### src/rtl/sseg_capture.sv
// sseg_capture: receive side of a multiplexed 7-segment display.
// Samples the anode/cathode lines, waits for each digit slot to settle,
// decodes the segment pattern back to a hex nibble and stores it per digit.
// Flags undecodable patterns and multi-anode slots, and pulses when a full
// frame of four valid digits has been seen.
module sseg_capture #(
  parameter int SETTLE_CYCLES = 4
) (
  input  logic       clk,
  input  logic       rst_n,
  input  logic [3:0] sseg_an,
  input  logic [7:0] sseg_ca,
  output logic [3:0] digit0,
  output logic [3:0] digit1,
  output logic [3:0] digit2,
  output logic [3:0] digit3,
  output logic [3:0] dp,
  output logic [3:0] digit_valid,
  output logic       frame_valid,
  output logic       pattern_err
);

  localparam logic [7:0]  SETTLE_MAX  = 8'(SETTLE_CYCLES);
  localparam logic [7:0]  SETTLE_LAST = 8'(SETTLE_CYCLES - 1);
  localparam logic [11:0] IDLE_WORD   = 12'hFFF;

  // Active-high gfedcba pattern to hex value; bit 4 flags an exact match.
  function automatic logic [4:0] seg_decode(input logic [6:0] p);
    logic [4:0] r;
    case (p)
      7'h3F:   r = {1'b1, 4'h0};
      7'h06:   r = {1'b1, 4'h1};
      7'h5B:   r = {1'b1, 4'h2};
      7'h4F:   r = {1'b1, 4'h3};
      7'h66:   r = {1'b1, 4'h4};
      7'h6D:   r = {1'b1, 4'h5};
      7'h7D:   r = {1'b1, 4'h6};
      7'h07:   r = {1'b1, 4'h7};
      7'h7F:   r = {1'b1, 4'h8};
      7'h6F:   r = {1'b1, 4'h9};
      7'h77:   r = {1'b1, 4'hA};
      7'h7C:   r = {1'b1, 4'hB};
      7'h39:   r = {1'b1, 4'hC};
      7'h5E:   r = {1'b1, 4'hD};
      7'h79:   r = {1'b1, 4'hE};
      7'h71:   r = {1'b1, 4'hF};
      default: r = 5'h00;
    endcase
    return r;
  endfunction

  logic [11:0]     sync1;
  logic [11:0]     sync2;
  logic [11:0]     prev;
  logic [7:0]      stable_cnt;
  logic [3:0]      seen;
  logic [3:0][3:0] digits;

  logic            capture;
  logic [3:0]      cap_an;
  logic [7:0]      cap_ca;
  logic            single;
  logic [1:0]      sel_idx;
  logic            dec_hit;
  logic [3:0]      dec_val;
  logic [3:0]      seen_next;

  // Two-flop synchronizer for all twelve asynchronous display lines.
  // NOTE: sequential state uses non-blocking assignments so every flop
  // samples pre-edge values regardless of statement order.
  always_ff @(posedge clk or negedge rst_n) begin
    if (!rst_n) begin
      sync1 <= IDLE_WORD;
      sync2 <= IDLE_WORD;
    end else begin
      sync1 <= {sseg_an, sseg_ca};
      sync2 <= sync1;
    end
  end

  // Track how long the synchronized word has been unchanged, saturating so
  // that one stable interval yields at most one capture.
  always_ff @(posedge clk or negedge rst_n) begin
    if (!rst_n) begin
      prev       <= IDLE_WORD;
      stable_cnt <= 8'd0;
    end else begin
      prev <= sync2;
      if (sync2 != prev) begin
        stable_cnt <= 8'd0;
      end else if (stable_cnt != SETTLE_MAX) begin
        stable_cnt <= stable_cnt + 8'd1;
      end
    end
  end

  assign capture = (stable_cnt == SETTLE_LAST) && (sync2 == prev);
  assign cap_an  = prev[11:8];
  assign cap_ca  = prev[7:0];

  // Classify the anode word and decode the cathode pattern of the slot.
  // NOTE: every signal gets a default first so no path infers a latch.
  always_comb begin
    single  = 1'b0;
    sel_idx = 2'd0;
    case (cap_an)
      4'b1110: begin single = 1'b1; sel_idx = 2'd0; end
      4'b1101: begin single = 1'b1; sel_idx = 2'd1; end
      4'b1011: begin single = 1'b1; sel_idx = 2'd2; end
      4'b0111: begin single = 1'b1; sel_idx = 2'd3; end
      default: begin single = 1'b0; sel_idx = 2'd0; end
    endcase
    {dec_hit, dec_val} = seg_decode(~cap_ca[6:0]);
    seen_next          = seen | (4'b0001 << sel_idx);
  end

  // Update per-digit state and the error / frame pulses on a capture.
  always_ff @(posedge clk or negedge rst_n) begin
    if (!rst_n) begin
      digits      <= '0;
      dp          <= 4'd0;
      digit_valid <= 4'd0;
      seen        <= 4'd0;
      frame_valid <= 1'b0;
      pattern_err <= 1'b0;
    end else begin
      frame_valid <= 1'b0;
      pattern_err <= 1'b0;
      if (capture && (cap_an != 4'hF)) begin
        if (!single) begin
          pattern_err <= 1'b1;
        end else if (dec_hit) begin
          digits[sel_idx]      <= dec_val;
          dp[sel_idx]          <= ~cap_ca[7];
          digit_valid[sel_idx] <= 1'b1;
          if (seen_next == 4'hF) begin
            frame_valid <= 1'b1;
            seen        <= 4'd0;
          end else begin
            seen <= seen_next;
          end
        end else begin
          pattern_err          <= 1'b1;
          digit_valid[sel_idx] <= 1'b0;
          seen[sel_idx]        <= 1'b0;
        end
      end
    end
  end

  assign digit0 = digits[0];
  assign digit1 = digits[1];
  assign digit2 = digits[2];
  assign digit3 = digits[3];

endmodule

### config.mk
export PLATFORM = sky130hd
export DESIGN_NAME = sseg_capture
export DESIGN_NICKNAME = d
export VERILOG_FILES = /design/src/rtl/sseg_capture.sv
export SDC_FILE = /design/constraint.sdc
export NUM_CORES = 1
export LEC_CHECK = 0
export ABC_CLOCK_PERIOD_IN_PS = 3600
export CELL_PAD_IN_SITES_DETAIL_PLACEMENT = 0
export CELL_PAD_IN_SITES_GLOBAL_PLACEMENT = 1
export CORE_UTILIZATION = 44
export CTS_CLUSTER_DIAMETER = 60
export DETAILED_ROUTE_END_ITERATION = 8
export MAX_ROUTING_LAYER = met4
export PLACE_DENSITY_LB_ADDON = 0.1
export SYNTH_ARGS = -nofsm -noshare
export SYNTH_HDL_FRONTEND = slang
export SYNTH_SLANG_ARGS = --single-unit
### constraint.sdc
create_clock -name clk -period 3.6 [get_ports clk]
set_clock_uncertainty 0.2 [all_clocks]
set_input_delay 0.72 -clock clk [delete_from_list [all_inputs] [get_ports clk]]
set_output_delay 0.72 -clock clk [all_outputs]
set_load 0.005 [all_outputs]
# ---- Word level (Yosys, flattened, before mapping)
# Cells that the tools add are included.
dict set report word_totals {
  wordCells 78
  out_inout_bits 26
  register_bits 74
  input_bits 14
}
dict set report op_classes {
  n_reduce_logical 7
  order_cmp 2
  n_bitwise 7
  eq_ne 26
  muxes 21
  n_shift 1
  add_sub_neg 1
}
# op n
set ops {}
lappend ops {{7-bit == test (second input constant)} 12}
lappend ops {{5-bit case mux with 16 select lines} 1}
lappend ops {{16-bit bitwise mux} 1}
lappend ops {{4-bit == test (second input constant)} 4}
lappend ops {{4-bit two-way mux} 4}
lappend ops {{8-bit two-way mux} 2}
lappend ops {{7-bit by 3-bit == test with 1-bit output (second input constant)} 2}
lappend ops {{7-bit by 6-bit == test with 1-bit output (second input constant)} 2}
lappend ops {{12-bit == test} 1}
lappend ops {{12-bit inequality test} 1}
lappend ops {{1-bit two-way mux} 9}
lappend ops {{8-bit by 1-bit adder with 8-bit output (second input constant)} 1}
lappend ops {{4-bit AND} 2}
lappend ops {{4-bit demux with 2-bit select} 1}
lappend ops {{8-bit by 2-bit == test with 1-bit output (second input constant)} 1}
lappend ops {{8-bit by 3-bit inequality test with 1-bit output (second input constant)} 1}
lappend ops {{4-bit bitwise OR} 2}
lappend ops {{7-bit inverter} 1}
lappend ops {{2-bit case mux with 3 select lines} 1}
lappend ops {{4-bit bitwise mux} 1}
lappend ops {{4-bit by 3-bit == test with 1-bit output (second input constant)} 1}
lappend ops {{4-bit inequality test (second input constant)} 1}
lappend ops {{4-bit inverter} 1}
lappend ops {{4-bit OR reduction} 1}
lappend ops {{other kinds (9)} 11}

# ---- Logic depth before layout (Yosys ltp)
# Gate-level depths: netlist (run 1).
dict set report depth {
  word_depth 9
  mapped_depth 8
  mapped_depth_nobuf 7
}

# ---- Worst setup path before layout (run 1)
# Ideal clock, no wire load.
dict set report synth_timing {
  path_type {register to register}
  from {register prev[10]}
  to {register seen[0]}
  t_arrival_ns 2.205
  required_time_ns 3.264
  setup_slack_ns 1.059
  period_less_slack_ns 2.541
  setup_time_ns 0.136
  stages_incl_launch_ff 9
  path_cell_list {dfstp_2 clkbuf_1 xnor2_1 nand4_1 or3_1 clkbuf_1 nand2b_1 nor4_2 nor2_1}
}
dict set report synth_via {
  elab_chain_len 9
  elab_cells_between_ends 24
  classes_between {order compare: 2; eq/ne: 7; shift: 1; mux: 6; bitwise: 3; reduce/logical: 5}
}
# item line_no
set synth_rtl {}
lappend synth_rtl {{from (decl)} 54} ;# logic [11:0] prev;
lappend synth_rtl {{from (signal assigned)} 88} ;# prev <= sync2;
lappend synth_rtl {{4-bit by 3-bit == test with 1-bit output or 4-bit == test (tied branches)} 106} ;# case (cap_an)
lappend synth_rtl {{2-bit case mux with 3 select lines} 106}
lappend synth_rtl {{2-bit by 3-bit less-than comparator with 1-bit output (implied by the code) or 2-bit by 1-bit >= comparator with 1-bit output (tied branches)} 145} ;# seen[sel_idx] <= 1'b0;
lappend synth_rtl {{1-bit logical AND (implied by the code)} 145}
lappend synth_rtl {{1-bit two-way mux (implied by the code)} 145}
lappend synth_rtl {{1-bit demux with 2-bit select} 145}
lappend synth_rtl {{4-bit inverter (no source line)} -}
lappend synth_rtl {{4-bit AND (no source line)} -}
lappend synth_rtl {{4-bit two-way mux} 132} ;# end else if (dec_hit) begin
lappend synth_rtl {{to (signal assigned)} 140} ;# seen <= seen_next;
lappend synth_rtl {{to (decl)} 56} ;# logic [3:0] seen;
# Parallel ways exist; a longest one is shown, timed or not.
# A chain may end at the register's enable or synchronous reset.

# ---- Worst setup path in the final report (run 1)
dict set report layout_timing {
  from {register prev[0]}
  to {register digits, in the netlist digit3[1]}
}
dict set report layout_via {
  elab_chain_len 4
  elab_cells_between_ends 23
  classes_between {eq/ne: 17; mux: 2; bitwise: 1; reduce/logical: 3}
}
# item line_no
set layout_rtl {}
lappend layout_rtl {{7-bit inverter or 12-bit == test (tied branches)} {113, 97}}
lappend layout_rtl {{7-bit == test (tied with other cells)} 30} ;# case (p)
lappend layout_rtl {{5-bit case mux with 16 select lines or 1-bit logical AND (tied branches)} {30, 129}}
lappend layout_rtl {{3-bit AND reduction (no source line) or 16-bit bitwise mux (tied branches)} -}
lappend layout_rtl {{to (signal, indexed assignment)} 133} ;# digits[sel_idx] <= dec_val;
lappend layout_rtl {{to (decl)} 57} ;# logic [3:0][3:0] digits;
# Parallel ways exist; a longest one is shown, timed or not.

==> results of run 1 <==
==> synth_stat cells, types with 3 or more instances <==
cell type	count
a22o_1	4
and2_1	6
xor2_1	3
clkbuf_1	7
nand2_1	25
o311ai_1	4
buf_2	6
xnor2_1	16
nor2_1	24
mux2_2	8
or3_1	3
dfrtp_1	38
dfstp_2	36
inv_1	3
nand4_1	5
o21ai_0	16
nand3_1	6
nor3_1	4
nand2b_1	3
nor3b_1	5
mux2i_1	6
a21oi_1	9
==> logic make-up after synthesis <==
logic type      share of synthesized area, %
simple gates                            16.4
flops                                   61.2
compound gates                          9.20
xor+xnor                                5.37
buf+inv                                 2.18
mux                                     4.84
fa+ha+maj                              0.807
==> layer usage <==
layer | track usage [%] | vias to the layer above | wire, um
met1 | 24.7 | 965 | 2860
met4 | 5.45 | 0 | 32
met3 | 5.00 | 2 | 167
met5 | - | - | 0
li1 | - | 1009 | -
met2 | 24.7 | 45 | 2470
==> how the worst max path moves through the flow <==
stage,startpoint,to,slack [ns],cells past startpoint
after CTS,prev[0],digit3[1],0.61,5
after global routing,prev[3],digit3[1],0.44,5
final,prev[0],digit3[1],0.62,5
after detailed placement,prev[0],digit3[1],0.61,5
after floorplan,prev[10],seen[0],1.06,8
after global placement,prev[0],digit3[1],0.63,5
==> layout make-up <==
type                            instances  area, um2  share of cell area [%]
Sequential cell                        74       1900                    50.2
Multi-Input combinational cell        174       1130                    30.1
Timing Repair Buffer                   40        405                    10.7
Clock buffer                            9        124                    3.28
Tap cell                               96        120                    3.18
Clock inverter                          7       82.6                    2.19
Inverter                                3       11.3                   0.298
==> layout by cell type, fill, tap and decap left out, types with 3 or more instances in the layout <==
master	netlist	layout
mux2_2	8	8
xnor2_1	16	16
inv_1	3	3
nand2_1	25	25
dfrtp_1	38	38
nor3b_1	5	5
o311ai_1	4	4
nand3_1	6	6
clkdlybuf4s50_1	0	38
and2_1	6	6
nand4_1	5	5
a21oi_1	9	9
nor2_1	24	24
a22o_1	4	4
or3_1	3	3
nor3_1	4	4
nand2b_1	3	3
xor2_1	3	3
clkbuf_8	0	9
mux2i_1	6	6
dfstp_2	36	36
o21ai_0	16	16
==> sequential cells by signal (all words and copies together) (netlist names), 8 cells and up, named ones only <==
register / count
sync2: 12
stable_cnt: 8
sync1: 12
prev: 12
==> critical path, stage by stage, from the launching register on <==
cell and delay [ns]:
dfstp_2 0.67, nor2_1 0.11, or4bb_1 0.21, o211ai_1 0.31, o311ai_1 0.96, mux2_2 0.41
==> through the flow <==
| stage | utilization [%] | setup WS, ns | total power [mW] | instance area [um2] |
|---|---|---|---|---|
| 3_5_place_dp | 52.5 | 0.612 | 0.990 | 3570 |
| 3_3_place_gp | 52.5 | 0.629 | 0.989 | 3570 |
| 5_1_grt | 55.6 | 0.441 | 1.71 | 3770 |
| 4_1_cts | 55.6 | 0.605 | 1.65 | 3770 |
| 2_1_floorplan | - | 1.06 | 0.946 | 3100 |
| 6_report | 55.6 | 0.625 | 1.63 | 3770 |
==> where the power goes <==
part,internal [mW],switching (mW),total [mW]
clock network,0.333,0.326,0.659
logic,0.0366,0.0405,0.0771
registers,0.869,0.0279,0.897
==> flow_summary.toml, run 1 <==
[run_status]
status = "completed"

[timing]
holdWs_ns = 0.158
slew_violations = 0
period_share_pct = 82.6
worst_pin_slew_ns = 1.04
period_minus_slack_ns = 2.98
fmax_mhz = 336
rsz0062_at_grt = "false"
tns_ns = 0
hold_viol_final = 0
setup_viol = 0
slew_headroom_pct = 29.8

[critical_path]
r2r_cells = 5
worstPathRequired_ns = 3.63
reg2reg_to = "digit3[1]"
start_kind = "flop"
worst_setup_path_end_kind = "flop"
r2r_start = "prev[0]"
r2r_slack_ns = 0.62
arrival_ns = 3.01
worst-setup-path-type = "reg2reg"
cp_max_fo = 13

[clocking]
cts_tree = "yes"
clock_tree.root_cell = "clkbuf_8"
clock-sinks = 74
post_cts_buffers = 0
cts_buffer_depth = 2
htreeDepth = 3
path_clk_slew_ns = 0.09
cts_resized = 0
numCtsBuffers = 9
cts_hold_buf = 0
clk_latency_ns = 0.34

[route]
first_iter_violations = 101
vias = 2021
wl_um = 5530
drcViolationCount = 0
viasPerCell = 5.01
firstDrtPassIters = 6
ant_nets = 0
post_drt_wl_per_cell_um = 13.7

[die]
std_cell_rows = 30
dieArea_um2 = 7380
core_area_um2 = 6790
die_h_um = 85.9
die_w_um = 85.9
io_pins = 40
start_util_pct = 45.6

[power_and_ir_drop]
p_leak_nw = 1.56
ir_drop_v = 0.000276
p_per_area_nw_per_um2 = 432

[layout]
area_delta_synth_final_pct = 21.8
finalNonFillerCells = 403
drive_gt1_share_pct = 21.5
finalNetCount = 318
n_antenna_cell = 0
num-fill-cells = 600

[grt]
grt_pass1_vias = 1902
antenna_found_initial = 0
grt_overflow = 0
grt_max_degree = 45
grt_pass1_wl_um = 9580
grt_usage_pct = 17.6

[placement]
globalplace.congestion = 0.757
place_inst = 387
dp_hpwl_um = 3810
port_buffers = 39

[logic_synthesis]
synth.area.top_cells = "dfrtp_1 (31%), dfstp_2 (31%), xnor2_1 (4.5%)"
yosysSeqAreaShare_pct = 61.2
synth_top_cell_area_share_pct = 30.7
synth-seq-cells = 74
yosys.area.top_type = "dfrtp_1"
ys_warn_count = 0
yosysUniqueCellTypes = 43
yosys_most_used_dff = "dfrtp_1"
synthesis.nets = 280
synthesis.area_um2 = 3100
post_synth.cell_area_avg_um2 = 11.7
async_flop_share_pct = 100
synth_edf_count = 0
synthCells = 264

[worst_hold_path]
whs_path_depth = 0
min_path_type = "reg2reg"
hp-start = "sync1[7]"
hold_path_end = "sync2[7]"

[flow_run]
drv_cap = 0
No activity file was read; power rests on OpenSTA's default activity.
==> run 2, diff against run 1 <==
Settings changed: ABC_CLOCK_PERIOD_IN_PS 3600 to 2600, CORE_UTILIZATION 44 to 39.
Clock period 3.6 ns to 2.6 ns, I/O delays scaled along.
==> flow_summary.toml, run 2 (synthesis results as in run 1) <==
[run_status]
status = "complete, but fails checks"
violations = "negative hold slack"

[power_and_ir_drop]
p_leak_nw = 1.70
power_switching_mw = 0.535
clkPwrFrac_pct = 40.9
combPwrFrac_pct = 5.3
sw_frac_of_total_pct = 23.3
p_per_area_nw_per_um2 = 570
p_int_mw = 1.77
power.total_mw = 2.30
power_frac_seq_pct = 53.8
ir_drop_v = 0.000369

[worst_hold_path]
min_path_type = "in2async"

[critical_path]
worstPathRequired_ns = 2.63
cp-startpoint = "prev[3]"
start_kind = "flop"
arrival_ns = 2.53
r2r_start = "prev[3]"
worst_setup_path_end_kind = "flop"
r2r_slack_ns = 0.10
cp_max_fo = 14
worst-setup-path-type = "reg2reg"
r2r_cells = 5

[clocking]
clk_latency_ns = 0.34
cts_buffer_depth = 2
numCtsBuffers = 9
clock_tree.root_cell = "clkbuf_8"
cts_hold_buf = 0
path_clk_slew_ns = 0.09
cts_tree = "yes"
htreeDepth = 3
clock-sinks = 74

[placement]
place_inst = 415
globalplace.congestion = 0.817
port_buffers = 39
dp_hpwl_um = 4060
placed_area_um2 = 3740

[die]
die_h_um = 91.1
std_cell_rows = 32
die_w_um = 91.1
start_util_pct = 40.3
core_area_um2 = 7690
dieArea_um2 = 8310
io_pins = 40

[grt]
grt_pass1_vias = 2005
grt_usage_pct = 15.8
grt_max_degree = 75
grt_pass1_wl_um = 10000
grt_overflow = 0
antenna_found_initial = 0

[layout]
largestRegisters = "prev (12), sync1 (12), sync2 (12)"
stdcell_area_um2 = 4040
n_antenna_cell = 0
mostFrequentLayoutCells = "dfrtp_1 (38), clkdlybuf4s50_1 (38), dfstp_2 (36), nand2_1 (25), buf_4 (25)"
finalNonFillerCells = 435
drive_gt1_share_pct = 30.0
finalNetCount = 344
area_delta_synth_final_pct = 30.3
utilization_pct = 52.5

[route]
post_drt_wl_per_cell_um = 13.1
first_iter_violations = 156
drcViolationCount = 0
firstDrtPassIters = 4
viasPerCell = 4.86
vias = 2113
wl_um = 5680
ant_nets = 0

[timing]
slew_violations = 0
holdWs_ns = -0.00554
rsz0062_at_grt = "true"
slew_headroom_pct = 60.5
hold_viol_final = 6
setup_viol = 0
worst_pin_slew_ns = 0.584
period_minus_slack_ns = 2.50
period_share_pct = 96.1
fmax_mhz = 400

[flow_run]
drv_cap = 0
-- run 2: cell type report --
class,count,area (um2)
clock inverter,4,37.5
multi-input combinational,174,1170
timing repair buffer,66,604
inverter,3,11.3
tap,102,128
sequential,74,1900
fill,691,3650
clock buffer,12,188
-- run 2: power by group through the flow --
stage                     registers, mW  logic (mW)  clock network (mW)
after detailed placement           1.26       0.117                   0
after CTS                          1.24       0.117               0.980
after global placement             1.26       0.117                   0
after global routing               1.24       0.137                1.03
final                              1.24       0.121               0.942
after floorplan                    1.24      0.0740                   0
-- run 2: worst paths after layout --
check	endpoint
setup / recovery	digit1[1]
hold / removal	digit2[0]
setup reg to reg	digit1[1]
hold reg to reg	sync2[7]
max in group asynchronous	prev[11]
min in group clk	sync2[7]
-- run 2: metal layers --
layer	part of all wire (%)	global-route usage, %
met1	48	21.5
met3	3.0	3.35
met5	0	-
met4	0.28	4.76
met2	48	23.9
-- run 2: timing repair --
item / 4_1_cts / 5_1_grt
resized for setup: 0 / 10
endpoints found under the setup margin: 10 / 23
pin swaps: 1 / 2
setup buffers: 1 / 3
-- run 2: stage by stage --
stage                     worst slack, ns  setup TNS, ns
after floorplan                    0.0594              0
after global placement            -0.0262        -0.0633
after detailed placement          -0.0857         -0.335
after CTS                         0.00840              0
after global routing              -0.0586         -0.469
final                               0.100              0
-- run 2: worst max-delay path, stage by stage (launching register included) --
cell	delay [ns]
dfstp_2	0.68
nor2_1	0.10
a31oi_1	0.18
o211ai_1	0.26
o311ai_1	0.58
mux2_2	0.40
